`src/rtl/parity_arb_sched_pkg.sv`:
```
// rtl/parity_arb_sched_pkg.sv - shared FSM encoding and defaults for the parity arbiter
package parity_arb_sched_pkg;

    typedef enum logic [1:0] {
        S_IDLE  = 2'd0,
        S_CHECK = 2'd1,
        S_HOLD  = 2'd2
    } state_t;

    localparam int DEF_DW = 8;

endpackage

```
`src/rtl/parity_arb_sched_if.sv`:
```
// rtl/parity_arb_sched_if.sv - requester and result handshake bundle for parity_arb_sched
interface parity_arb_sched_if
    import parity_arb_sched_pkg::*;
#(
    parameter int NREQ = 4,
    parameter int DW   = DEF_DW
);
    localparam int IDW = $clog2(NREQ);

    logic [NREQ-1:0]    req_valid;
    logic [NREQ*DW-1:0] req_data;
    logic [NREQ-1:0]    req_ready;
    logic               res_valid;
    logic               res_ready;
    logic [IDW-1:0]     res_id;
    logic [DW-1:0]      res_data;
    logic               res_pe;

    modport master (
        output req_valid, req_data, res_ready,
        input  req_ready, res_valid, res_id, res_data, res_pe
    );

    modport slave (
        input  req_valid, req_data, res_ready,
        output req_ready, res_valid, res_id, res_data, res_pe
    );

endinterface

```
`src/rtl/parity_core.sv`:
```
// rtl/parity_core.sv - combinational XOR-reduction parity checker
module parity_core #(
    parameter int DW         = 8,
    parameter bit PARITY_ODD = 1'b0
) (
    input  logic [DW-1:0] data,
    output logic          pe
);

    // Odd scheme flags a word whose ones-count is even.
    assign pe = PARITY_ODD ? ~^data : ^data;

endmodule

```
`src/rtl/parity_arb_sched.sv`:
```
// rtl/parity_arb_sched.sv - round-robin arbiter sharing one parity checker, with error counters
module parity_arb_sched
    import parity_arb_sched_pkg::*;
#(
    parameter int NREQ       = 4,
    parameter int DW         = DEF_DW,
    parameter int CNT_W      = 8,
    parameter bit PARITY_ODD = 1'b0
) (
    input  logic                  clk,
    input  logic                  rst,
    parity_arb_sched_if.slave     bus,
    output logic                  busy,
    input  logic                  clr_cnt,
    output logic [NREQ*CNT_W-1:0] err_cnt
);

    localparam int IDW = $clog2(NREQ);
    localparam logic [CNT_W-1:0] CNT_MAX = '1;

    state_t           state_q, state_d;
    logic [IDW-1:0]   last_q;
    logic [NREQ-1:0]  gnt;
    logic [IDW-1:0]   gnt_idx;
    logic [DW-1:0]    gnt_data;
    logic [DW-1:0]    cap_data_q;
    logic [IDW-1:0]   cap_id_q;
    logic             res_valid_q;
    logic             res_pe_q;
    logic             pe;
    logic             xfer;
    logic             accept;
    logic [CNT_W-1:0] cnt_q [NREQ];

    // First valid requester after the last winner, wrapping modulo NREQ.
    function automatic logic [NREQ-1:0] rr_pick(input logic [NREQ-1:0] valid,
                                                input logic [IDW-1:0]  last);
        logic [NREQ-1:0] g;
        int              idx;
        g = '0;
        for (int k = 1; k <= NREQ; k++) begin
            idx = (int'(last) + k) % NREQ;
            if (g == '0 && valid[idx]) begin
                g[idx] = 1'b1;
            end
        end
        return g;
    endfunction

    always_comb begin
        gnt      = rr_pick(bus.req_valid, last_q);
        gnt_idx  = '0;
        gnt_data = '0;
        for (int i = 0; i < NREQ; i++) begin
            if (gnt[i]) begin
                gnt_idx  = IDW'(i);
                gnt_data = bus.req_data[i*DW +: DW];
            end
        end
    end

    always_comb begin
        state_d       = state_q;
        bus.req_ready = '0;
        case (state_q)
            S_IDLE: begin
                bus.req_ready = gnt;
                if (|gnt) begin
                    state_d = S_CHECK;
                end
            end
            S_CHECK: state_d = S_HOLD;
            S_HOLD: begin
                if (bus.res_ready) begin
                    state_d = S_IDLE;
                end
            end
            default: state_d = S_IDLE;
        endcase
    end

    assign xfer   = (state_q == S_IDLE) && (|gnt);
    assign accept = res_valid_q && bus.res_ready;

    parity_core #(
        .DW         (DW),
        .PARITY_ODD (PARITY_ODD)
    ) u_core (
        .data (cap_data_q),
        .pe   (pe)
    );

    always_ff @(posedge clk) begin
        if (rst) begin
            state_q     <= S_IDLE;
            last_q      <= IDW'(NREQ - 1);
            cap_data_q  <= '0;
            cap_id_q    <= '0;
            res_valid_q <= 1'b0;
            res_pe_q    <= 1'b0;
        end else begin
            state_q <= state_d;
            if (xfer) begin
                cap_data_q <= gnt_data;
                cap_id_q   <= gnt_idx;
                last_q     <= gnt_idx;
            end
            if (state_q == S_CHECK) begin
                res_valid_q <= 1'b1;
                res_pe_q    <= pe;
            end else if (accept) begin
                res_valid_q <= 1'b0;
            end
        end
    end

    // Clear takes priority over a coincident increment.
    for (genvar i = 0; i < NREQ; i++) begin : g_cnt
        always_ff @(posedge clk) begin
            if (rst || clr_cnt) begin
                cnt_q[i] <= '0;
            end else if (accept && res_pe_q && cap_id_q == IDW'(i) && cnt_q[i] != CNT_MAX) begin
                cnt_q[i] <= cnt_q[i] + 1'b1;
            end
        end
        assign err_cnt[i*CNT_W +: CNT_W] = cnt_q[i];
    end

    assign bus.res_valid = res_valid_q;
    assign bus.res_id    = cap_id_q;
    assign bus.res_data  = cap_data_q;
    assign bus.res_pe    = res_pe_q;
    assign busy          = (state_q != S_IDLE);

endmodule

```
`src/flat_wrapper.sv`:
```
// flat-port wrapper written by rule: the top's interface ports become plain ports
module parity_arb_sched_flat import parity_arb_sched_pkg::*;
#(
    parameter int NREQ       = 4,
    parameter int DW         = DEF_DW,
    parameter int CNT_W      = 8,
    parameter bit PARITY_ODD = 1'b0
)
  (clk, rst, busy, clr_cnt, err_cnt, bus_req_valid, bus_req_data, bus_res_ready, bus_req_ready, bus_res_valid, bus_res_id, bus_res_data, bus_res_pe);
  parity_arb_sched_if #(.NREQ(NREQ), .DW(DW)) bus_i ();
  input  logic clk;
  input  logic rst;
  output logic busy;
  input  logic clr_cnt;
  output logic [NREQ*CNT_W-1:0] err_cnt;
  input wire logic [$bits(bus_i.req_valid)-1:0] bus_req_valid;
  input wire logic [$bits(bus_i.req_data)-1:0] bus_req_data;
  input wire logic [$bits(bus_i.res_ready)-1:0] bus_res_ready;
  output wire logic [$bits(bus_i.req_ready)-1:0] bus_req_ready;
  output wire logic [$bits(bus_i.res_valid)-1:0] bus_res_valid;
  output wire logic [$bits(bus_i.res_id)-1:0] bus_res_id;
  output wire logic [$bits(bus_i.res_data)-1:0] bus_res_data;
  output wire logic [$bits(bus_i.res_pe)-1:0] bus_res_pe;
  assign bus_i.req_valid = bus_req_valid;
  assign bus_i.req_data = bus_req_data;
  assign bus_i.res_ready = bus_res_ready;
  assign bus_req_ready = bus_i.req_ready;
  assign bus_res_valid = bus_i.res_valid;
  assign bus_res_id = bus_i.res_id;
  assign bus_res_data = bus_i.res_data;
  assign bus_res_pe = bus_i.res_pe;
  parity_arb_sched #(.NREQ(NREQ), .DW(DW), .CNT_W(CNT_W), .PARITY_ODD(PARITY_ODD)) u_core (.clk(clk), .rst(rst), .bus(bus_i), .busy(busy), .clr_cnt(clr_cnt), .err_cnt(err_cnt));
endmodule
```
`config.mk`:
```
export PLATFORM = sky130hd
export DESIGN_NAME = parity_arb_sched_flat
export DESIGN_NICKNAME = d
export VERILOG_FILES = /design/src/rtl/parity_arb_sched_pkg.sv /design/src/rtl/parity_arb_sched_if.sv /design/src/rtl/parity_core.sv /design/src/rtl/parity_arb_sched.sv /design/src/flat_wrapper.sv
export SDC_FILE = /design/constraint.sdc
export NUM_CORES = 1
export LEC_CHECK = 0
export ABC_AREA = 1
export CAP_MARGIN = 10
export CORE_ASPECT_RATIO = 1.1
export CORE_MARGIN = 2
export CORE_UTILIZATION = 53
export DETAILED_ROUTE_END_ITERATION = 8
export GPL_TIMING_DRIVEN = 1
export PLACE_DENSITY = 0.87
export SKIP_LAST_GASP = 1
export SLEW_MARGIN = 10
export SYNTH_ARGS = -nofsm -noshare
export SYNTH_HDL_FRONTEND = slang
export SYNTH_SLANG_ARGS = --single-unit
```
`constraint.sdc`:
```
create_clock -name clk -period 5 [get_ports clk]
set_clock_uncertainty 0.15 [all_clocks]
set_input_delay 1 -clock clk [delete_from_list [all_inputs] [get_ports clk]]
set_output_delay 1 -clock clk [all_outputs]
set_load 0.05 [all_outputs]
```
; After elaboration in Yosys (flattened, before gate mapping)
; Memory sizes are Yosys's and may differ from the RTL's.
; Cells that the tools add are included.
[word_totals]
register_bits = 16
ramBits = 32
inputBits = 40
out_inout_bits = 49
elab_cells = 133
memories = 1
[memory_table]
columns = name, words, width, rd, rd_ports_with_merged_regs, write_ports, line_no
row1 = u_core.cnt_q, 4, 8, 4, 0, 4, parity_arb_sched.sv:33  ; logic [CNT_W-1:0] cnt_q [NREQ];
[classes]
n_addsub = 8
magnitude_cmp = 8
eq_ne = 11
n_mux = 55
bitwise_logic = 11
n_reduce_logical = 33
[op_table]
columns = op, n
row1 = 8-bit 2-to-1 mux, 8
row2 = "8-bit by 1-bit adder with 8-bit output, second input constant", 4
row3 = "8-bit inequality test, second input constant", 4
row4 = 1-bit 2-to-1 mux, 29
row5 = 4-bit 2-to-1 mux, 5
row6 = 1-bit logical AND, 18
row7 = "3-bit by 4-bit < comparator with 1-bit output, second input constant", 4
row8 = "3-bit by 1-bit >= comparator with 1-bit output, second input constant", 4
row9 = 4-bit logical NOT, 3
row10 = 4-bit bitwise OR, 3
row11 = 1-bit binary-select mux with 2-bit select, 4
row12 = 1-bit demux with 2-bit select, 4
row13 = 2-bit 2-to-1 mux, 4
row14 = 2-bit OR reduction, 4
row15 = 8-bit XOR reduction, 1
row16 = "2-bit == test, second input constant", 3
row17 = 2-bit case mux with 3 select lines, 1
row18 = "2-bit by 1-bit adder with 2-bit output, second input constant", 2
row19 = "2-bit adder, second input constant", 2
row20 = "1-bit AND, first input constant", 4
row21 = "2-bit by 1-bit == test with 1-bit output, second input constant", 2
row22 = 2-bit logical NOT, 2
row23 = 1-bit bitwise OR, 4
row24 = 2-bit nonzero test, 2
row25 = 5 further kinds, 5

; Longest topological paths before layout
; Gate-level depths: netlist of the first run.
[depth]
word_depth = 21
ltp_mapped = 22
mapped_depth_nobuf = 21

; By module
; A second synthesis of the first run with hierarchy kept.
[unflattened]
cells_unflattened = 453
area_unflattened_um2 = 3374.5
[modules_own_cells]
columns = mod, n_inst, cells_each, area_per_inst_um2, seq_area_each_um2
row1 = parity_arb_sched, 1, 406, 3198.1, 1281.2
row2 = parity_core, 1, 47, 176.4, 0.0

; Least setup slack after synthesis of the first run
; No wires, ideal clock.
[synth_timing]
path_kind = input to output
from = input bus_req_valid[0]
to = output bus_req_ready[3]
arrival_time_ps = 3034
required_ps = 3850
setup_slack_ps = 816
path_stages = 18
path_buffers = 1
cell_sequence = inv_1 nand2_1 nand2_1 nand2_1 nand3_2 nand2_2 inv_2 nand3_1 nand2_2 nor2_1 nand3_1 nand3_1 nor2_4 nand3_1 nand2_1 buf_4 inv_2 nor2_1
[synth_between]
elab_chain_len = 14
elab_cells_between_ends = 26
cone_classes = 17 x mux / 3 x bitwise / 6 x reduce/logical
[synth_rtl]
columns = item, line_no
row1 = "start, declared", flat_wrapper.sv:16  ; input wire logic [$bits(bus_i.req_valid)-1:0] bus_req_valid;
row2 = 1-bit binary-select mux with 2-bit select, parity_arb_sched.sv:43  ; if (g == '0 && valid[idx]) begin
row3 = 1-bit 2-to-1 mux (not written as such) (2 in series), parity_arb_sched.sv:43
row4 = 4-bit 2-to-1 mux, parity_arb_sched.sv:43
row5 = 4-bit logical NOT, parity_arb_sched.sv:43
row6 = 1-bit logical AND, parity_arb_sched.sv:43
row7 = 4-bit 2-to-1 mux, parity_arb_sched.sv:43
row8 = 4-bit logical NOT, parity_arb_sched.sv:43
row9 = 1-bit logical AND, parity_arb_sched.sv:43
row10 = 4-bit 2-to-1 mux, parity_arb_sched.sv:43
row11 = 4-bit logical NOT, parity_arb_sched.sv:43
row12 = 1-bit logical AND, parity_arb_sched.sv:43
row13 = 4-bit 2-to-1 mux *, parity_arb_sched.sv:43
row14 = 4-bit 2-to-1 mux *, parity_arb_sched.sv:65  ; case (state_q)
row15 = "end, declared", flat_wrapper.sv:19  ; output wire logic [$bits(bus_i.req_ready)-1:0] bus_req_ready;
; Every way passes the cells marked *; elsewhere a longest branch is shown, timed or not. The select of a mux whose other input is x is not followed.

; Final worst setup path of the first run
; Ends and elaborated chain as after synthesis.

==> results of run 1 <==
-- area by class of cell --
type                            instances  share of cell area
Clock buffer                            8              0.0283
Inverter                               51              0.0446
Multi-Input combinational cell        305               0.398
Sequential cell                        48               0.299
Tap cell                               77              0.0225
Timing Repair Buffer                   89               0.208
-- routing by layer --
metal	global-route usage	up-vias	routed length (µm)
met5	0	-	0
met4	0.0558	0	57
met3	0.0568	6	486
met2	0.386	96	3480
met1	0.245	1342	2950
li1	-	1513	-
-- kinds of logic after synthesis --
family / synth area share
AND/OR/NAND/NOR: 0.354
buffers and inverters: 0.0758
flip-flops: 0.396
AO/OA/AOI/OAI: 0.0735
XOR/XNOR: 0.0542
adder cells (fa/ha/maj): 0.0464
-- power groups by stage --
| stage | clock network (mW) | logic [mW] | registers (mW) |
|---|---|---|---|
| 2_1_floorplan | 0 | 1.41 | 0.657 |
| 3_3_place_gp | 0 | 1.79 | 0.540 |
| 3_5_place_dp | 0 | 1.83 | 0.544 |
| 4_1_cts | 0.286 | 1.84 | 0.535 |
| 5_1_grt | 0.300 | 2.03 | 0.544 |
| 6_report | 0.279 | 1.84 | 0.535 |
-- placed cells by master (no fill, tap or decap), types with 7 or more instances in the layout --
master	count
sky130_fd_sc_hd__xor2_1	11
sky130_fd_sc_hd__dfxtp_1	16
sky130_fd_sc_hd__nand2_1	99
sky130_fd_sc_hd__nand4_1	7
sky130_fd_sc_hd__nor2_4	10
sky130_fd_sc_hd__edfxtp_1	32
sky130_fd_sc_hd__a21oi_2	7
sky130_fd_sc_hd__clkbuf_8	7
sky130_fd_sc_hd__nand2_2	8
sky130_fd_sc_hd__nand3_1	30
sky130_fd_sc_hd__xnor2_1	9
sky130_fd_sc_hd__inv_1	44
sky130_fd_sc_hd__a21oi_1	26
sky130_fd_sc_hd__ha_1	12
sky130_fd_sc_hd__clkdlybuf4s50_1	84
sky130_fd_sc_hd__nor2_1	52
-- worst min-delay path by stage --
stage                                                      to                           startpoint  cells past startpoint
final                       u_core.bus.res_valid$_SDFFE_PP0P_    u_core.bus.res_valid$_SDFFE_PP0P_                      2
after global routing      u_core.bus.res_data[3]$_SDFFE_PP0P_  u_core.bus.res_data[3]$_SDFFE_PP0P_                      2
after CTS                   u_core.bus.res_valid$_SDFFE_PP0P_    u_core.bus.res_valid$_SDFFE_PP0P_                      2
after detailed placement    u_core.bus.res_valid$_SDFFE_PP0P_    u_core.bus.res_valid$_SDFFE_PP0P_                      2
after global placement    u_core.bus.res_data[7]$_SDFFE_PP0P_  u_core.bus.res_data[7]$_SDFFE_PP0P_                      2
after floorplan             u_core.bus.res_valid$_SDFFE_PP0P_       u_core.state_q[0]$_SDFFE_PP0P_                      2
-- cell usage after synthesis, types with 6 or more instances --
master,instances
sky130_fd_sc_hd__nand2_1,99
sky130_fd_sc_hd__nor2_1,52
sky130_fd_sc_hd__inv_1,44
sky130_fd_sc_hd__edfxtp_1,32
sky130_fd_sc_hd__nand3_1,30
sky130_fd_sc_hd__a21oi_1,26
sky130_fd_sc_hd__dfxtp_1,16
sky130_fd_sc_hd__ha_1,12
sky130_fd_sc_hd__xor2_1,11
sky130_fd_sc_hd__nor2_4,10
sky130_fd_sc_hd__xnor2_1,9
sky130_fd_sc_hd__nand2_2,8
sky130_fd_sc_hd__a21oi_2,7
sky130_fd_sc_hd__nand4_1,7
sky130_fd_sc_hd__inv_2,6
sky130_fd_sc_hd__nand3_2,6
sky130_fd_sc_hd__nor3_1,6
-- metrics by stage --
step           instance area, µm²  hold WS, ns  cells
2_1_floorplan                3230        0.340    410
3_3_place_gp                 4170        0.329    570
3_5_place_dp                 4170        0.337    570
4_1_cts                      4290        0.350    578
5_1_grt                      4290        0.378    578
6_report                     4290        0.349    578
-- tightest hold or removal path, delay by kind of cell (launching register included) --
family          cells  cell delay (ns)
compound gates      1             0.05
flops               1             0.34
simple gates        1             0.07
-- registers in the layout, indices dropped and copies added (netlist names) --
register              cells
u_core.cnt_q             32
u_core.bus.res_id         2
u_core.last_q             2
u_core.bus.res_data       8
u_core.bus.res_pe         1
u_core.state_q            2
u_core.bus.res_valid      1
==> impl_metrics.ini, run 1 <==
[run_status]
result_of_the_run = finished, final reports clean

[sta]
timing.final.max_slew_violations = 0
layout_min_cycle_time_ns = 4.35
final-hold-violation-count = 0
slew_headroom = 0.505
fmax_ghz = 0.230
rsz0062_at_grt = no
min_period_over_period = 0.869
final.setup.worst_slack_ns = 0.654
finalSetupTns_ns = 0
transition_at_the_pin_with_the_smallest_max_transition_slack_ns = 0.739
final-setup-viol-count = 0

[layout]
drive_gt1_frac = 0.122
register_area_um2 = 1280
flow.area_growth_from_synthesis_pct = 32.6
number_of_fill_cells_in_the_layout = 467
multi_input_gate_area_um2 = 1710
postLayoutCoreUtil = 0.734
final_net_count = 552
num_antenna_cells = 0

[setup_path]
start_kind = input pin
termination_of_the_worst_setup_path = bus_req_ready[3]
cell_chain_of_the_critical_path = clkdlybuf4s50_1, inv_1, nand2_1, nand2_1, nand2_1, nand3_2, nand2_2, inv_2, nand3_1, nand2_2, nor2_1, nand3_1, nand3_1, nor2_4, nand3_1, nand2_1, inv_2, nor2_1, buf_12
path_class = input pin to output port
slowest_stage = sky130_fd_sc_hd__clkdlybuf4s50_1
timing.critical_path.fanout_max = 10
worstPathArrival_ns = 3.20
critical-path-max-stage-delay_ns = 0.42
timing.rr.start = u_core.last_q[0]$_SDFFE_PP1P_
critical_path_required_ns = 3.85
crit_family = simple AND/OR/NAND/NOR gates
worstSetupEndpointType = output port
reg2reg_setup_slack_ns = 1.54
timing.reg2reg.worst_path_depth = 21
worst_setup_startpoint = bus_req_valid[0]
r2r-end = u_core.bus.res_data[7]$_SDFFE_PP0P_
critPathBufInv = 5
crit_cells = 19

[power]
power.switching_fraction = 0.520
power.total_mw = 2.65
leakagePower_nw = 1.80
share_seq_of_total_power = 0.202
power.clock.fraction = 0.105
peakVddDrop_mv = 0.873
power.share.combinational = 0.693
p_per_area_nw_per_um2 = 619
switching_power_mw = 1.38
cellInternalPower_mw = 1.27

[route]
total_drc_errors_in_the_routed_layout = 0
drt_iter0_drc = 137
wirelength_mm = 6.98
route.vias.total = 2957
first_pass_iteration_count_of_the_detailed_router = 5
final_antenna_net_count = 0
drt-vias-per-instance = 5.12
routedWlPerCell_um = 12.1

[yosys]
synthArstFlopShare = 0
synth-main-ff-cell = sky130_fd_sc_hd__edfxtp_1
share_of_synthesized_area_occupied_by_flip_flops_and_latches = 0.396
synthesized_netlist_net_count = 462
synth_top_area_share = 0.297
avgSynthCellArea_um2 = 7.89
ys_warn_count = 0
synth_edf_count = 32
netlist_area_um2 = 3230
synth.area.top_cells = sky130_fd_sc_hd__edfxtp_1 (30%), sky130_fd_sc_hd__nand2_1 (11%), sky130_fd_sc_hd__dfxtp_1 (9.9%)
synth_seq_cells = 48
post-synth-top-area-cell = sky130_fd_sc_hd__edfxtp_1
synthesis.instances = 410
synth.distinct_cells = 29

[global_route]
antenna_found_initial = 0
grt_use_total = 0.212
grt_start_max_net_pins = 22
grt_remaining_overflow = 0
grt_pass1_wl_mm = 11.5
via_count_of_the_first_global_routing_pass = 2723

[cts]
postCtsSetupRepairBufs = 0
cts.htree.levels = 2
tritoncts.num_buffers = 5
cts_resized = 0
clockBufferDepth = 2
clock_sink_count = 48
worst_skew_pair.late_latency_ns = 0.30
cts_tree = yes
postCtsHoldBufs = 0
clockRootBuffer = sky130_fd_sc_hd__clkbuf_8
clock_pin_slew_worst_setup_and_hold_paths_ns = 0.08

[place]
io_buffer_count = 88
gpl_congestion = 0.942
placement.setup.worst_slack_ns = 0.686
dp.final_hpwl_mm = 5.54

[job]
total_of_max_cap_violations = 0

[floorplanning]
fp.dieArea_um2 = 6740
fp.coreArea_um2 = 5840
initial_core_util = 0.554
ioPinCount = 89
rows = 29
die_h_um = 85.9
die_width_um = 78.5

[hold_path]
hold_path_class = register to register
Note: power is estimated with default switching activity, not from simulation.
==> run 2, diff against run 1 <==
--- a/config.mk
+++ b/config.mk
@@ -5,14 +5,14 @@
 export SDC_FILE = /design/constraint.sdc
 export NUM_CORES = 1
 export LEC_CHECK = 0
-export ABC_AREA = 1
 export CAP_MARGIN = 10
 export CORE_ASPECT_RATIO = 1.1
-export CORE_MARGIN = 2
-export CORE_UTILIZATION = 53
+export CORE_MARGIN = 4
+export CORE_UTILIZATION = 51
 export DETAILED_ROUTE_END_ITERATION = 8
 export GPL_TIMING_DRIVEN = 1
-export PLACE_DENSITY = 0.87
+export MAX_ROUTING_LAYER = met4
+export PLACE_DENSITY = 0.86
 export SKIP_LAST_GASP = 1
 export SLEW_MARGIN = 10
 export SYNTH_ARGS = -nofsm -noshare
==> run 2 against run 1 <==
- synthesized cell count shrank 28%
- via count is 11% lower
- sequential power rose by 2%
- first-iteration DRC count is 13% higher
- worst setup slack lost 0.25 ns
- highest routed layer unchanged
- sequential share of layout area up 1.9 points
- sequential cell count did not move
- power shrank 21%
- largest power group unchanged
- maximum frequency down 5.4%
- clock-buffer cell count shrank 1
- combinational power down 29%
==> impl_metrics.ini, run 2 <==
[run_status]
result_of_the_run = finished, final reports clean

[sta]
rsz0062_at_grt = no
slew_headroom = 0.239
final-setup-viol-count = 0
finalSetupTns_ns = 0
final-hold-violation-count = 0
layout_min_cycle_time_ns = 4.60
transition_at_the_pin_with_the_smallest_max_transition_slack_ns = 1.13
min_period_over_period = 0.919
timing.final.max_slew_violations = 0
fmax_ghz = 0.218

[setup_path]
reg2reg_setup_slack_ns = 1.29
slowest_stage = sky130_fd_sc_hd__mux4_2
worstSetupEndpointType = output port
worstPathArrival_ns = 3.45
start_kind = input pin
critical_path_required_ns = 3.85
path_class = input pin to output port
critical-path-max-stage-delay_ns = 0.51
timing.critical_path.fanout_max = 5
cell_chain_of_the_critical_path = clkdlybuf4s50_1, mux4_2, nor2b_2, and3_1, or2_4, o41ai_4, and2_1, buf_12

[layout]
num_antenna_cells = 0
drive_gt1_frac = 0.0698
commonest_non_fill_non_tap_cells_in_the_layout = sky130_fd_sc_hd__clkdlybuf4s50_1 (84), sky130_fd_sc_hd__nor2_1 (42), sky130_fd_sc_hd__edfxtp_1 (32)
largest-register = u_core.cnt_q
final_common_cell = sky130_fd_sc_hd__clkdlybuf4s50_1
flow.area_growth_from_synthesis_pct = 36.4
final_net_count = 438
largest_register_ffs = 32

[cts]
clockRootBuffer = sky130_fd_sc_hd__clkbuf_8
clockBufferDepth = 2
postCtsSetupRepairBufs = 0
cts_resized = 0
cts_tree = yes
worst_skew_pair.late_latency_ns = 0.29
clock_sink_count = 48
cts.htree.levels = 2
postCtsHoldBufs = 0
tritoncts.num_buffers = 5
clock_pin_slew_worst_setup_and_hold_paths_ns = 0.08

[global_route]
grt_start_max_net_pins = 20
via_count_of_the_first_global_routing_pass = 2602
antenna_found_initial = 0
grt_pass1_wl_mm = 11.5
grt_use_total = 0.211
grt_remaining_overflow = 0

[route]
route.vias.total = 2646
wirelength_mm = 7.21
drt-vias-per-instance = 5.73
drt_iter0_drc = 155
final_antenna_net_count = 0
total_drc_errors_in_the_routed_layout = 0
first_pass_iteration_count_of_the_detailed_router = 6
routedWlPerCell_um = 15.6

[yosys]
netlist_area_um2 = 2960
share_of_synthesized_area_occupied_by_flip_flops_and_latches = 0.433
synth-main-ff-cell = sky130_fd_sc_hd__edfxtp_1
synth_edf_count = 32
synthesis.instances = 296
synth.area.top_cells = sky130_fd_sc_hd__edfxtp_1 (32%), sky130_fd_sc_hd__dfxtp_1 (11%), sky130_fd_sc_hd__nor2_1 (5.3%)
avgSynthCellArea_um2 = 10.0
synthArstFlopShare = 0
synth.distinct_cells = 47
synthesized_netlist_net_count = 348
post-synth-top-count-cell = sky130_fd_sc_hd__nor2_1
synth_top_area_share = 0.324
ys_warn_count = 0
post-synth-top-area-cell = sky130_fd_sc_hd__edfxtp_1
synthTopCellsByCount = sky130_fd_sc_hd__nor2_1 (42), sky130_fd_sc_hd__edfxtp_1 (32), sky130_fd_sc_hd__nand3_1 (23), sky130_fd_sc_hd__xor2_1 (18), sky130_fd_sc_hd__inv_1 (17)
synth_seq_cells = 48

[floorplanning]
fp.dieArea_um2 = 7090
initial_core_util = 0.538
die_width_um = 80.7
fp.coreArea_um2 = 5500
rows = 28
ioPinCount = 89
die_h_um = 87.9

[place]
dp.final_hpwl_mm = 5.68
gpl_congestion = 0.931
io_buffer_count = 88

[power]
p_per_area_nw_per_um2 = 517
peakVddDrop_mv = 0.629
power.total_mw = 2.09
leakagePower_nw = 1.51

[hold_path]
hold_path_class = register to register

[job]
total_of_max_cap_violations = 0
==> run 2: cell families after synthesis <==
group                      Yosys count  share of synthesized area
buffers and inverters               25                     0.0355
xor gates and xnor gates            31                     0.0917
adders and majority gates           12                     0.0507
muxes                                5                     0.0338
and+or+nand+nor                    121                      0.197
DFF                                 48                      0.433
AOI/OAI and AO/OA                   54                      0.158
==> run 2: cell type report <==
| type | count | area (µm²) |
|---|---|---|
| inverters | 17 | 63.8 |
| fillers | 401 | 1460 |
| multi-input cells | 223 | 1580 |
| repair buffers | 91 | 931 |
| flip-flops and latches | 48 | 1280 |
| clock inverters | 1 | 7.51 |
| well taps | 75 | 93.8 |
| clock buffers | 7 | 86.3 |
==> run 2: routing by layer <==
layer,track usage,part of all wire
met1,0.246,0.42
met2,0.358,0.48
met4,0.0645,0.011
met5,-,0
met3,0.0545,0.094
==> run 2: worst max-delay path, delay by kind of cell <==
family	cells	cell delay [ns]
simple gates	4	0.93
mux	1	0.51
buf+inv	2	0.62
compound gates	1	0.39
==> run 2: worst paths after layout <==
kind | startpoint | to | cells after the start
setup / recovery | bus_req_valid[0] | bus_req_ready[1] | 8
hold / removal | u_core.bus.res_data[0]$_SDFFE_PP0P_ | u_core.bus.res_data[0]$_SDFFE_PP0P_ | 1
setup reg to reg | u_core.last_q[0]$_SDFFE_PP1P_ | u_core.bus.res_data[2]$_SDFFE_PP0P_ | 10
hold reg to reg | u_core.bus.res_data[0]$_SDFFE_PP0P_ | u_core.bus.res_data[0]$_SDFFE_PP0P_ | 1
==> run 2: power by group <==
part | switching, mW | internal (mW) | leakage [nW]
logic | 0.765 | 0.539 | 0.979
clock network | 0.122 | 0.112 | 0.0445
registers | 0.0698 | 0.479 | 0.489
total | 0.957 | 1.13 | 1.51
==> run 2: metrics by stage <==
step	area, µm²	instances	hold WS, ns	setup WS [ns]	utilization
floorplan	2960	296	0.331	0.694	-
global route	4040	462	0.397	0.301	0.734
finish	4040	462	0.371	0.404	0.734
global placement	3950	454	0.345	0.477	0.717
CTS	4040	462	0.374	0.410	0.734
detailed placement	3950	454	0.354	0.409	0.717
==> run 3, diff against run 2 <==
--- a/config.mk
+++ b/config.mk
@@ -9,6 +9,7 @@
 export CORE_ASPECT_RATIO = 1.1
 export CORE_MARGIN = 4
 export CORE_UTILIZATION = 51
+export CTS_CLUSTER_DIAMETER = 50
 export DETAILED_ROUTE_END_ITERATION = 8
 export GPL_TIMING_DRIVEN = 1
 export MAX_ROUTING_LAYER = met4
==> results of run 3 <==
Final layout, timing and power as in run 2 (identical DEF).
